$ cat config.mk
export PLATFORM = sky130hd
export DESIGN_NAME = quadrature_decoder
export DESIGN_NICKNAME = d
export VERILOG_FILES = /design/src/rtl/quad_pkg.sv /design/src/rtl/quad_input_filter.sv /design/src/rtl/quadrature_decoder.sv
export SDC_FILE = /design/constraint.sdc
export NUM_CORES = 1
export LEC_CHECK = 0
export ABC_AREA = 1
export BUFFER_PORTS_ARGS = -buffer_cell sky130_fd_sc_hd__buf_4
export CORE_MARGIN = 2
export CORE_UTILIZATION = 65
export CTS_BUF_LIST = sky130_fd_sc_hd__clkbuf_8
export CTS_CLUSTER_SIZE = 12
export DETAILED_ROUTE_END_ITERATION = 10
export PLACE_DENSITY_LB_ADDON = 0.2
export SYNTH_ARGS = -nofsm -noshare
export SYNTH_HDL_FRONTEND = slang
export SYNTH_SLANG_ARGS = --single-unit
$ cat constraint.sdc
create_clock -name clk -period 2.12 [get_ports clk]
set_input_delay 0.424 -clock clk [delete_from_list [all_inputs] [get_ports clk]]
set_output_delay 0.424 -clock clk [all_outputs]
set_load 0.01 [all_outputs]
$ cat src/rtl/quad_pkg.sv
// Shared types, Gray-code constants and transition helpers for the quadrature decoder.
package quad_pkg;

  typedef enum logic {S_INIT, S_TRACK} qd_state_t;

  typedef logic [1:0] qphase_t;

  // Phase codes are {A,B}; up runs 00->10->11->01->00.
  localparam qphase_t Q_00 = 2'b00;
  localparam qphase_t Q_10 = 2'b10;
  localparam qphase_t Q_11 = 2'b11;
  localparam qphase_t Q_01 = 2'b01;

  function automatic logic is_up(qphase_t prev, qphase_t cur);
    logic r;
    case (prev)
      Q_00:    r = (cur == Q_10);
      Q_10:    r = (cur == Q_11);
      Q_11:    r = (cur == Q_01);
      default: r = (cur == Q_00);
    endcase
    return r;
  endfunction

  function automatic logic is_down(qphase_t prev, qphase_t cur);
    logic r;
    case (prev)
      Q_00:    r = (cur == Q_01);
      Q_01:    r = (cur == Q_11);
      Q_11:    r = (cur == Q_10);
      default: r = (cur == Q_00);
    endcase
    return r;
  endfunction

endpackage

$ cat src/rtl/quad_input_filter.sv
// One encoder phase: multi-flop synchroniser followed by a debounce filter that
// accepts a new level only after DEB_CYCLES consecutive differing synced samples.
module quad_input_filter #(
  parameter int SYNC_STAGES = 2,
  parameter int DEB_CYCLES  = 4
) (
  input  logic clk,
  input  logic reset,
  input  logic din,
  output logic filt,
  output logic accept,
  output logic settled
);

  localparam int CW = (DEB_CYCLES > 1) ? $clog2(DEB_CYCLES) : 1;
  localparam int SW = $clog2(DEB_CYCLES + 1);
  localparam logic [CW-1:0] CNT_LAST = CW'(DEB_CYCLES - 1);
  localparam logic [SW-1:0] STAB_MAX = SW'(DEB_CYCLES);

  logic [SYNC_STAGES-1:0] sync_q;
  logic                   synced;
  logic [CW-1:0]          cnt;
  logic [SW-1:0]          stab;

  assign synced  = sync_q[SYNC_STAGES-1];
  assign settled = (stab == STAB_MAX);

  // NOTE: sequential state uses non-blocking assignments so every flop samples
  // pre-edge values, independent of statement order within the block.
  always_ff @(posedge clk) begin
    if (reset) begin
      sync_q <= '0;
      filt   <= 1'b0;
      cnt    <= '0;
      stab   <= '0;
      accept <= 1'b0;
    end else begin
      sync_q <= {sync_q[SYNC_STAGES-2:0], din};
      accept <= 1'b0;
      if (synced == filt) begin
        cnt <= '0;
        if (stab != STAB_MAX) stab <= stab + 1'b1;
      end else begin
        stab <= '0;
        if (cnt == CNT_LAST) begin
          filt   <= synced;
          cnt    <= '0;
          accept <= 1'b1;
        end else begin
          cnt <= cnt + 1'b1;
        end
      end
    end
  end

endmodule

$ cat src/rtl/quadrature_decoder.sv
// Quadrature encoder front end: filtered A/B phases are decoded into step/dir
// pulses, a wrap-around position count and a sticky illegal-transition flag.
module quadrature_decoder
  import quad_pkg::*;
#(
  parameter int CNT_W       = 4,
  parameter int SYNC_STAGES = 2,
  parameter int DEB_CYCLES  = 4
) (
  input  logic             clk,
  input  logic             reset,
  input  logic             a_in,
  input  logic             b_in,
  input  logic             clr,
  input  logic             err_clr,
  output logic             step,
  output logic             dir,
  output logic [CNT_W-1:0] count,
  output logic             err
);

  logic filt_a, filt_b, acc_a, acc_b, set_a, set_b;

  quad_input_filter #(.SYNC_STAGES(SYNC_STAGES), .DEB_CYCLES(DEB_CYCLES)) u_filt_a (
    .clk(clk), .reset(reset), .din(a_in),
    .filt(filt_a), .accept(acc_a), .settled(set_a)
  );

  quad_input_filter #(.SYNC_STAGES(SYNC_STAGES), .DEB_CYCLES(DEB_CYCLES)) u_filt_b (
    .clk(clk), .reset(reset), .din(b_in),
    .filt(filt_b), .accept(acc_b), .settled(set_b)
  );

  qd_state_t        state, state_n;
  qphase_t          q_cur, q_d, qp, qp_n;
  logic             step_n, dir_n, err_n, err_set;
  logic [CNT_W-1:0] count_n;

  assign q_cur = {filt_a, filt_b};

  // q_d is one decode pipeline stage between the filters and the transition compare.
  always_ff @(posedge clk) begin
    if (reset) begin
      state <= S_INIT;
      q_d   <= Q_00;
      qp    <= Q_00;
      step  <= 1'b0;
      dir   <= 1'b0;
      count <= '0;
      err   <= 1'b0;
    end else begin
      state <= state_n;
      q_d   <= q_cur;
      qp    <= qp_n;
      step  <= step_n;
      dir   <= dir_n;
      count <= count_n;
      err   <= err_n;
    end
  end

  // NOTE: every signal driven here gets a default first, so no path can leave
  // one unassigned and infer a latch.
  always_comb begin
    state_n = state;
    qp_n    = qp;
    step_n  = 1'b0;
    dir_n   = dir;
    count_n = count;
    err_set = 1'b0;
    case (state)
      S_INIT: begin
        // Adopt the encoder position silently once it is known.
        if (acc_a || acc_b || (set_a && set_b)) begin
          qp_n    = q_cur;
          state_n = S_TRACK;
        end
      end
      S_TRACK: begin
        if (q_d != qp) begin
          qp_n = q_d;
          if (is_up(qp, q_d)) begin
            step_n  = 1'b1;
            dir_n   = 1'b1;
            count_n = count + 1'b1;
          end else if (is_down(qp, q_d)) begin
            step_n  = 1'b1;
            dir_n   = 1'b0;
            count_n = count - 1'b1;
          end else begin
            err_set = 1'b1;
          end
        end
      end
      default: state_n = S_INIT;
    endcase
    if (clr) count_n = '0;
    err_n = err_set ? 1'b1 : (err_clr ? 1'b0 : err);
  end

endmodule

=== After elaboration in Yosys (flattened, before gate mapping) ===
Index checks and enable logic that the tools add are counted.

* Add/subtract/negate cells: 6
* Equal/unequal tests: 17
* Mux-type cells: 26
* Bitwise logic cells: 4
* Reduce and logical (&&, ||, !) cells: 19

{| class="wikitable"
|+ Operators with widths
! operator !! count
|-
| 1-bit 2-to-1 mux || 19
|-
| 2-bit equality test, second input constant || 6
|-
| 2-bit OR reduction || 5
|-
| 3-bit OR reduction || 3
|-
| 4-bit 2-to-1 mux || 2
|-
| 3-bit by 1-bit adder with 3-bit output, second input constant || 2
|-
| 3-bit equality test, second input constant || 2
|-
| 3-bit inequality test, second input constant || 2
|-
| 1-bit one-hot mux with 3 select lines || 2
|-
| 2-bit AND reduction || 3
|-
| 2-bit by 1-bit adder with 2-bit output, second input constant || 2
|-
| 4-bit by 1-bit adder with 4-bit output, second input constant || 1
|-
| 2-bit by 1-bit equality test with 1-bit output, second input constant || 2
|-
| 2-bit logical NOT || 2
|-
| 2-bit 2-to-1 mux || 2
|-
| 1-bit NOT || 4
|-
| 2-bit one-hot mux with 2 select lines || 1
|-
| 2-bit nonzero test || 2
|-
| 4-bit by 1-bit subtractor with 4-bit output, second input constant || 1
|-
| 3-bit AND reduction || 1
|-
| 1-bit equality test || 2
|-
| 1-bit logical OR || 2
|-
| 2-bit by 1-bit inequality test with 1-bit output, second input constant || 1
|-
| 2-bit inequality test || 1
|-
| 2 further kinds || 2
|}

* Register bits after elaboration: 30
* Input port bits: 6

=== Longest topological paths before layout ===
* Word-level depth: 12
* Gate-level depth with buffers: 12
* Depth with buffers taken out: 12

=== By module ===
From an unflattened synthesis, not the netlist that was laid out.

* Cells, all modules: 191
* Area, all modules: 1,438.9 µm²

{| class="wikitable"
|+ Modules (own cells, without submodules)
! module !! instances !! cells each !! area each (µm²) !! seq. area each (µm²)
|-
| quad_input_filter || 2 || 46 || 370.4 || 180.2
|-
| quadrature_decoder || 1 || 99 || 698.2 || 240.2
|}

=== Worst setup path after synthesis ===
No wires, ideal clock.

* Kind: reg2reg
* From: reg u_filt_b.stab[0]
* To: reg qp[1]
* Library setup time: 0.116 ns
* Arrival: 1.335 ns
* Required time: 2.004 ns
* Setup slack: 0.669 ns
* Cell stages (with the launch flop): 10
* Buffers on the path: 0
* Cell sequence: dfxtp_1 inv_1 ha_1 nand2_1 nor2_1 nor3_2 nor2_1 or2_1 o21ai_0 nor2_1

* Cells in the longest elaborated chain, start to end: 5

{| class="wikitable"
|+ RTL lines
! element !! RTL line !! source
|-
| start: declaration || quad_input_filter.sv:23 || <nowiki>logic [SW-1:0] stab;</nowiki>
|-
| start signal: assignment || quad_input_filter.sv:42 || <nowiki>if (stab != STAB_MAX) stab <= stab + 1'b1;</nowiki>
|-
| 3-bit equality test || quad_input_filter.sv:26 || <nowiki>assign settled = (stab == STAB_MAX);</nowiki>
|-
| 1-bit logical AND || quadrature_decoder.sv:74 || <nowiki>if (acc_a || acc_b || (set_a && set_b)) begin</nowiki>
|-
| 1-bit logical OR || quadrature_decoder.sv:74 ||
|-
| 2-bit inequality test (no line) || - ||
|-
| 2-bit AND reduction (no line) || - ||
|-
| end signal: assignment || quadrature_decoder.sv:54 || <nowiki>qp <= qp_n;</nowiki>
|-
| end: declaration || quadrature_decoder.sv:35 || <nowiki>qphase_t q_cur, q_d, qp, qp_n;</nowiki>
|}

No other way between the ends.
A chain may end at the register's enable or synchronous reset.

=== Worst setup path in the final report ===
* From: reg q_d[0]
* To: reg count[2]

* Cells in the longest elaborated chain, start to end: 7
* Elaborated cells between the ends (all ways): 15
* Classes of those cells: 4 x eq/ne; 8 x mux; 3 x reduce/logical

{| class="wikitable"
|+ RTL lines
! element !! RTL line !! source
|-
| start: declaration || quadrature_decoder.sv:35 ||
|-
| start signal: assignment || quadrature_decoder.sv:53 || <nowiki>q_d <= q_cur;</nowiki>
|-
| 2-bit equality test, or another cell as far along || quad_pkg.sv:17, quad_pkg.sv:30 ||
|-
| 1-bit one-hot mux with 3 select lines || quad_pkg.sv:27 || <nowiki>case (prev)</nowiki>
|-
| 1-bit 2-to-1 mux || quadrature_decoder.sv:82 || <nowiki>if (is_up(qp, q_d)) begin</nowiki>
|-
| 1-bit 2-to-1 mux || quadrature_decoder.sv:80 || <nowiki>if (q_d != qp) begin</nowiki>
|-
| 1-bit 2-to-1 mux || quadrature_decoder.sv:71 || <nowiki>case (state)</nowiki>
|-
| 2-bit nonzero test (no line) || - ||
|-
| 3-bit AND reduction (no line) || - ||
|-
| end signal: assignment || quadrature_decoder.sv:57 || <nowiki>count <= count_n;</nowiki>
|-
| end: declaration || quadrature_decoder.sv:18 || <nowiki>output logic [CNT_W-1:0] count,</nowiki>
|}

Parallel ways exist; a longest one is shown, timed or not. The select of a mux whose other input is x is not followed.

==> tab_implementation.tex <==
\begin{tabular}{lr}
\hline
Metric & Value \\
\hline
\multicolumn{2}{l}{\textbf{Outcome}} \\
\quad Outcome & finished, final reports clean \\
\multicolumn{2}{l}{\textbf{Route}} \\
\quad Total number of vias & 1137 \\
\quad DRC & 0 \\
\quad Iter 0 DRT Violations & 23 \\
\quad Wire length on met2 & 1.319 mm \\
\quad WL per Instance & 11.17 um \\
\quad Detailed-route wire length on metal 1 & roughly 1.1 mm \\
\quad Final wirelength & 2.501 mm \\
\quad First-pass iteration count of the detailed router & 4 \\
\quad Average via count per standard cell & 5.076 \\
\quad Routed met3 length & 109 um \\
\quad Max layer used & met4 \\
\quad Post-route ant nets & 0 \\
\multicolumn{2}{l}{\textbf{Clock tree}} \\
\quad Post\_cts resized & 0 \\
\quad Deepest level of the CTS H-tree & 2 \\
\quad Buffer levels on the longest clock path & 2 \\
\quad Clk root buf & clkbuf\_8 \\
\quad TritonCTS clock tree & built \\
\quad Hold buffers post-CTS & 0 \\
\quad Clock Latency Late Sink & 270 ps \\
\quad Number of sinks handled by clock tree synthesis & 30 \\
\quad Setup bufs post-CTS & 0 \\
\quad CTS Buf Count & 5 \\
\quad Clock slew seen by the registers of the worst setup and hold paths & 60 ps \\
\multicolumn{2}{l}{\textbf{Synth}} \\
\quad Cell area after synthesis & $\sim$0.0014 mm2 \\
\quad Largest cells by area after synthesis & dfxtp\_1, nand2\_1, inv\_1, nor2\_1, ha\_1 \\
\quad Multiplexer share of the synthesized area & 0\% \\
\quad Synthesis-stage register bit count & 30 \\
\quad Most instantiated library cell after synthesis & nand2\_1 \\
\quad Share of flip-flops with an asynchronous set or reset after synthesis & 0\% \\
\quad Main combinational cell family by area after synthesis & simple AND/OR/NAND/NOR gates \\
\quad Synthesized netlist cell count & 179 \\
\quad Largest area contributor in the netlist & dfxtp\_1 \\
\quad Most common library cells after synthesis & nand2\_1, dfxtp\_1, inv\_1 \\
\quad Area share of the largest cell type after synthesis & 44.24\% \\
\quad Number of enable-type register cells in the synthesized netlist & 0 \\
\quad Sequential cell area fraction in the yosys report & 44.24\% \\
\quad Post-synth top flop & dfxtp\_1 \\
\quad Avg Inst Size Synth & 7.584 um2 \\
\quad Ys Warns & 0 \\
\quad Nets in the synthesized netlist & 192 \\
\quad Area fraction in compound gates after synthesis & 10.23\% \\
\quad Post-synthesis share of cell area spent on full adders, half adders and majority gates & 6.452\% \\
\quad Post-synthesis share of cell area spent on and, or, nand and nor gates & a little over a quarter \\
\quad Number of library cell types mapped by synthesis & 26 \\
\quad Synth Area in XOR/XNOR & 3.871\% \\
\multicolumn{2}{l}{\textbf{Final layout}} \\
\quad Fin nets & 210 \\
\quad Fillcell total & about 150 \\
\quad Total inserted antenna cells & 0 \\
\quad Share of cells above drive strength 1 & 15.74\% \\
\quad Finished layout cell area & 0.001554 mm2 \\
\quad Area delta synth->final & 14.47\% \\
\multicolumn{2}{l}{\textbf{Timing}} \\
\quad Final worst clock skew & 5.210 ps \\
\quad Count of endpoints failing hold in the final timing report & 0 \\
\quad Total negative setup slack & 0 ps \\
\quad Setup-violating endpoint count in the final report & 0 \\
\quad Setup slack of the critical path after layout & 446.9 ps \\
\quad Crit share post-route & 78.92\% \\
\quad Setup repair after global routing missed its margin & no \\
\quad Actual transition at the worst max-transition pin & 326.8 ps \\
\quad Max-slew violations & 0 \\
\quad Minimum clock period after layout & 1673 ps \\
\quad FMAX & 597.7 MHz \\
\quad Worst rel slew slack & 78.02\% \\
\multicolumn{2}{l}{\textbf{Setup path}} \\
\quad Worst path buffer plus inverter count & 2 \\
\quad Data required time at the worst endpoint & 2280 ps \\
\quad Slowest-stage cell, CP & dfxtp\_1 \\
\quad Critical setup path kind & register to register \\
\quad Worst reg2reg startpoint & q\_d[0] \\
\quad Worst path cell trace & inv\_2 -> nand2\_1 -> nand2\_2 -> nand2\_4 -> nand2\_1 -> nand2\_1 -> inv\_1 -> ha\_1 -> a21oi\_1 -> xnor2\_1 -> a21oi\_1 \\
\quad Delay of the slowest cell on the worst path & $\sim$460 ps \\
\quad Kind of end point of the critical path & register \\
\quad CP Data Arrival Time & approximately 1800 ps \\
\quad Capture point of the worst reg-to-reg path & count[2] \\
\quad Slack of the worst reg-to-reg path & 450 ps \\
\quad Top fanout value on the critical path & 6 \\
\quad Most frequent cell on the critical path & nand2\_1 \\
\quad Element type at the critical path start & register \\
\quad Family with the most delay on the worst path & flip-flops \\
\quad Count of cells along the worst register-to-register path & 11 \\
\multicolumn{2}{l}{\textbf{Hold path}} \\
\quad Cell depth of the worst min-delay path & 3 \\
\quad Tightest Hold Check Type & input pin to register \\
\quad Endpoint with the worst hold slack & u\_filt\_a.sync\_q[0] \\
\quad Hold Startpoint & a\_in \\
\multicolumn{2}{l}{\textbf{Die}} \\
\quad CORE AREA & between 0.0015 and 0.002 mm2 \\
\quad Die outline width & around 50 um \\
\quad Initial Utilization & 69.20\% \\
\quad Die footprint & 0.002470 mm2 \\
\quad Die extent in y & 49.70 um \\
\quad Site Rows & 16 \\
\quad Top-level port count & 13 \\
\multicolumn{2}{l}{\textbf{GRT}} \\
\quad Overall overflow remaining after global route & 0 \\
\quad Global-route wire length before repair & between 4 and 5 mm \\
\quad Maximum number of pins on one net before global-route repair & 14 \\
\quad Number of global-route vias before repair & 1061 \\
\quad Antenna violations before repair & 0 \\
\quad GRT Resource Usage Total & a little under a quarter \\
\multicolumn{2}{l}{\textbf{Placed design}} \\
\quad Dpl ws & 461.0 ps \\
\quad Post-DP HPWL & about 1.9 mm \\
\quad Number of input and output port buffers inserted & 12 \\
\quad Routability congestion estimate & between 0.9 and 1 \\
\quad Area after DPL & 0.001478 mm2 \\
\multicolumn{2}{l}{\textbf{Job}} \\
\quad Max capacitance violation total & 0 \\
\multicolumn{2}{l}{\textbf{Power}} \\
\quad Pwr Density & 690.6 mW/mm2 \\
\quad Static leakage & 0.7258 nW \\
\quad IR Drop Worst-Case VDD & 667.1 uV \\
\hline
\end{tabular}
## cell usage in the layout, fill, tap and decap left out, types with 3 or more instances in the layout
cell type / synthesis / final
a21oi_1: 14 / 14
buf_4: 0 / 12
clkbuf_8: 0 / 5
dfxtp_1: 30 / 30
ha_1: 7 / 7
inv_1: 27 / 29
nand2_1: 36 / 36
nand2_2: 7 / 7
nand3_1: 3 / 3
nor2_1: 24 / 24
o21ai_0: 7 / 7
xnor2_1: 5 / 5
## sequential cells by signal, summed over array words and instances (netlist names), 2 cells and up
register and cells:
u_filt_a.sync_q 2, u_filt_b.cnt 2, u_filt_b.stab 3, q_d 2, u_filt_a.stab 3, count 4, u_filt_b.sync_q 2, qp 2
u_filt_a.cnt 2
## worst max path at each step
stage | start | to | slack (ps) | depth (start not counted)
2_1_floorplan | u_filt_b.stab[0] | qp[1] | 670 | 9
3_3_place_gp | u_filt_b.stab[0] | qp[1] | 600 | 9
3_5_place_dp | u_filt_b.stab[0] | qp[1] | 460 | 9
4_1_cts | u_filt_b.stab[0] | qp[1] | 450 | 9
5_1_grt | q_d[1] | count[2] | 250 | 11
6_report | q_d[0] | count[2] | 450 | 11
## power breakdown
| group | switching, W | leakage (nW) | internal, W |
|---|---|---|---|
| logic | 0.0000455 | 0.435 | 0.0000345 |
| registers | 0.0000137 | 0.244 | 0.000585 |
| clock network | 0.000179 | 0.0466 | 0.000215 |
| total | 0.000239 | 0.726 | 0.000835 |
## cells by family after synthesis
family                   after synthesis
AO/OA/AOI/OAI                         26
XOR/XNOR                               6
buffers and inverters                 31
adder cells (fa/ha/maj)                7
flip-flops                            30
AND/OR/NAND/NOR                       79
## worst reg2reg max path, stage by stage, from the launching register on
cell	delay [ps]
dfxtp_1	460
inv_2	80
nand2_1	90
nand2_2	80
nand2_4	100
nand2_1	60
nand2_1	90
inv_1	50
ha_1	170
a21oi_1	140
xnor2_1	140
a21oi_1	90
## routing by layer
layer	vias up	track usage [%]
li1	588	-
met1	520	24.08
met4	0	10.19
met2	25	42.00
met5	-	0
met3	4	8.485
## through the flow
stage	instances	hold slack [ps]	total power (W)	utilization, %
finish	224	358.5	0.001073	79.21
global route	224	374.9	0.001125	79.21
CTS	224	353.3	0.001091	79.21
global placement	217	390.6	0.0006794	75.32
detailed placement	217	392.4	0.0006905	75.32
floorplan	179	388.3	0.0006643	-
## final cells by class
cell class	count	area (um2)	area share, %
tap	27	33.78	2.174
sequential	30	600.6	38.65
timing repair buffer	12	90.09	5.797
multi-input combinational	118	640.6	41.22
clock inverter	2	7.507	0.4831
clock buffer	5	68.82	4.428
inverter	30	112.6	7.246
(Power assumes the default switching activity.)
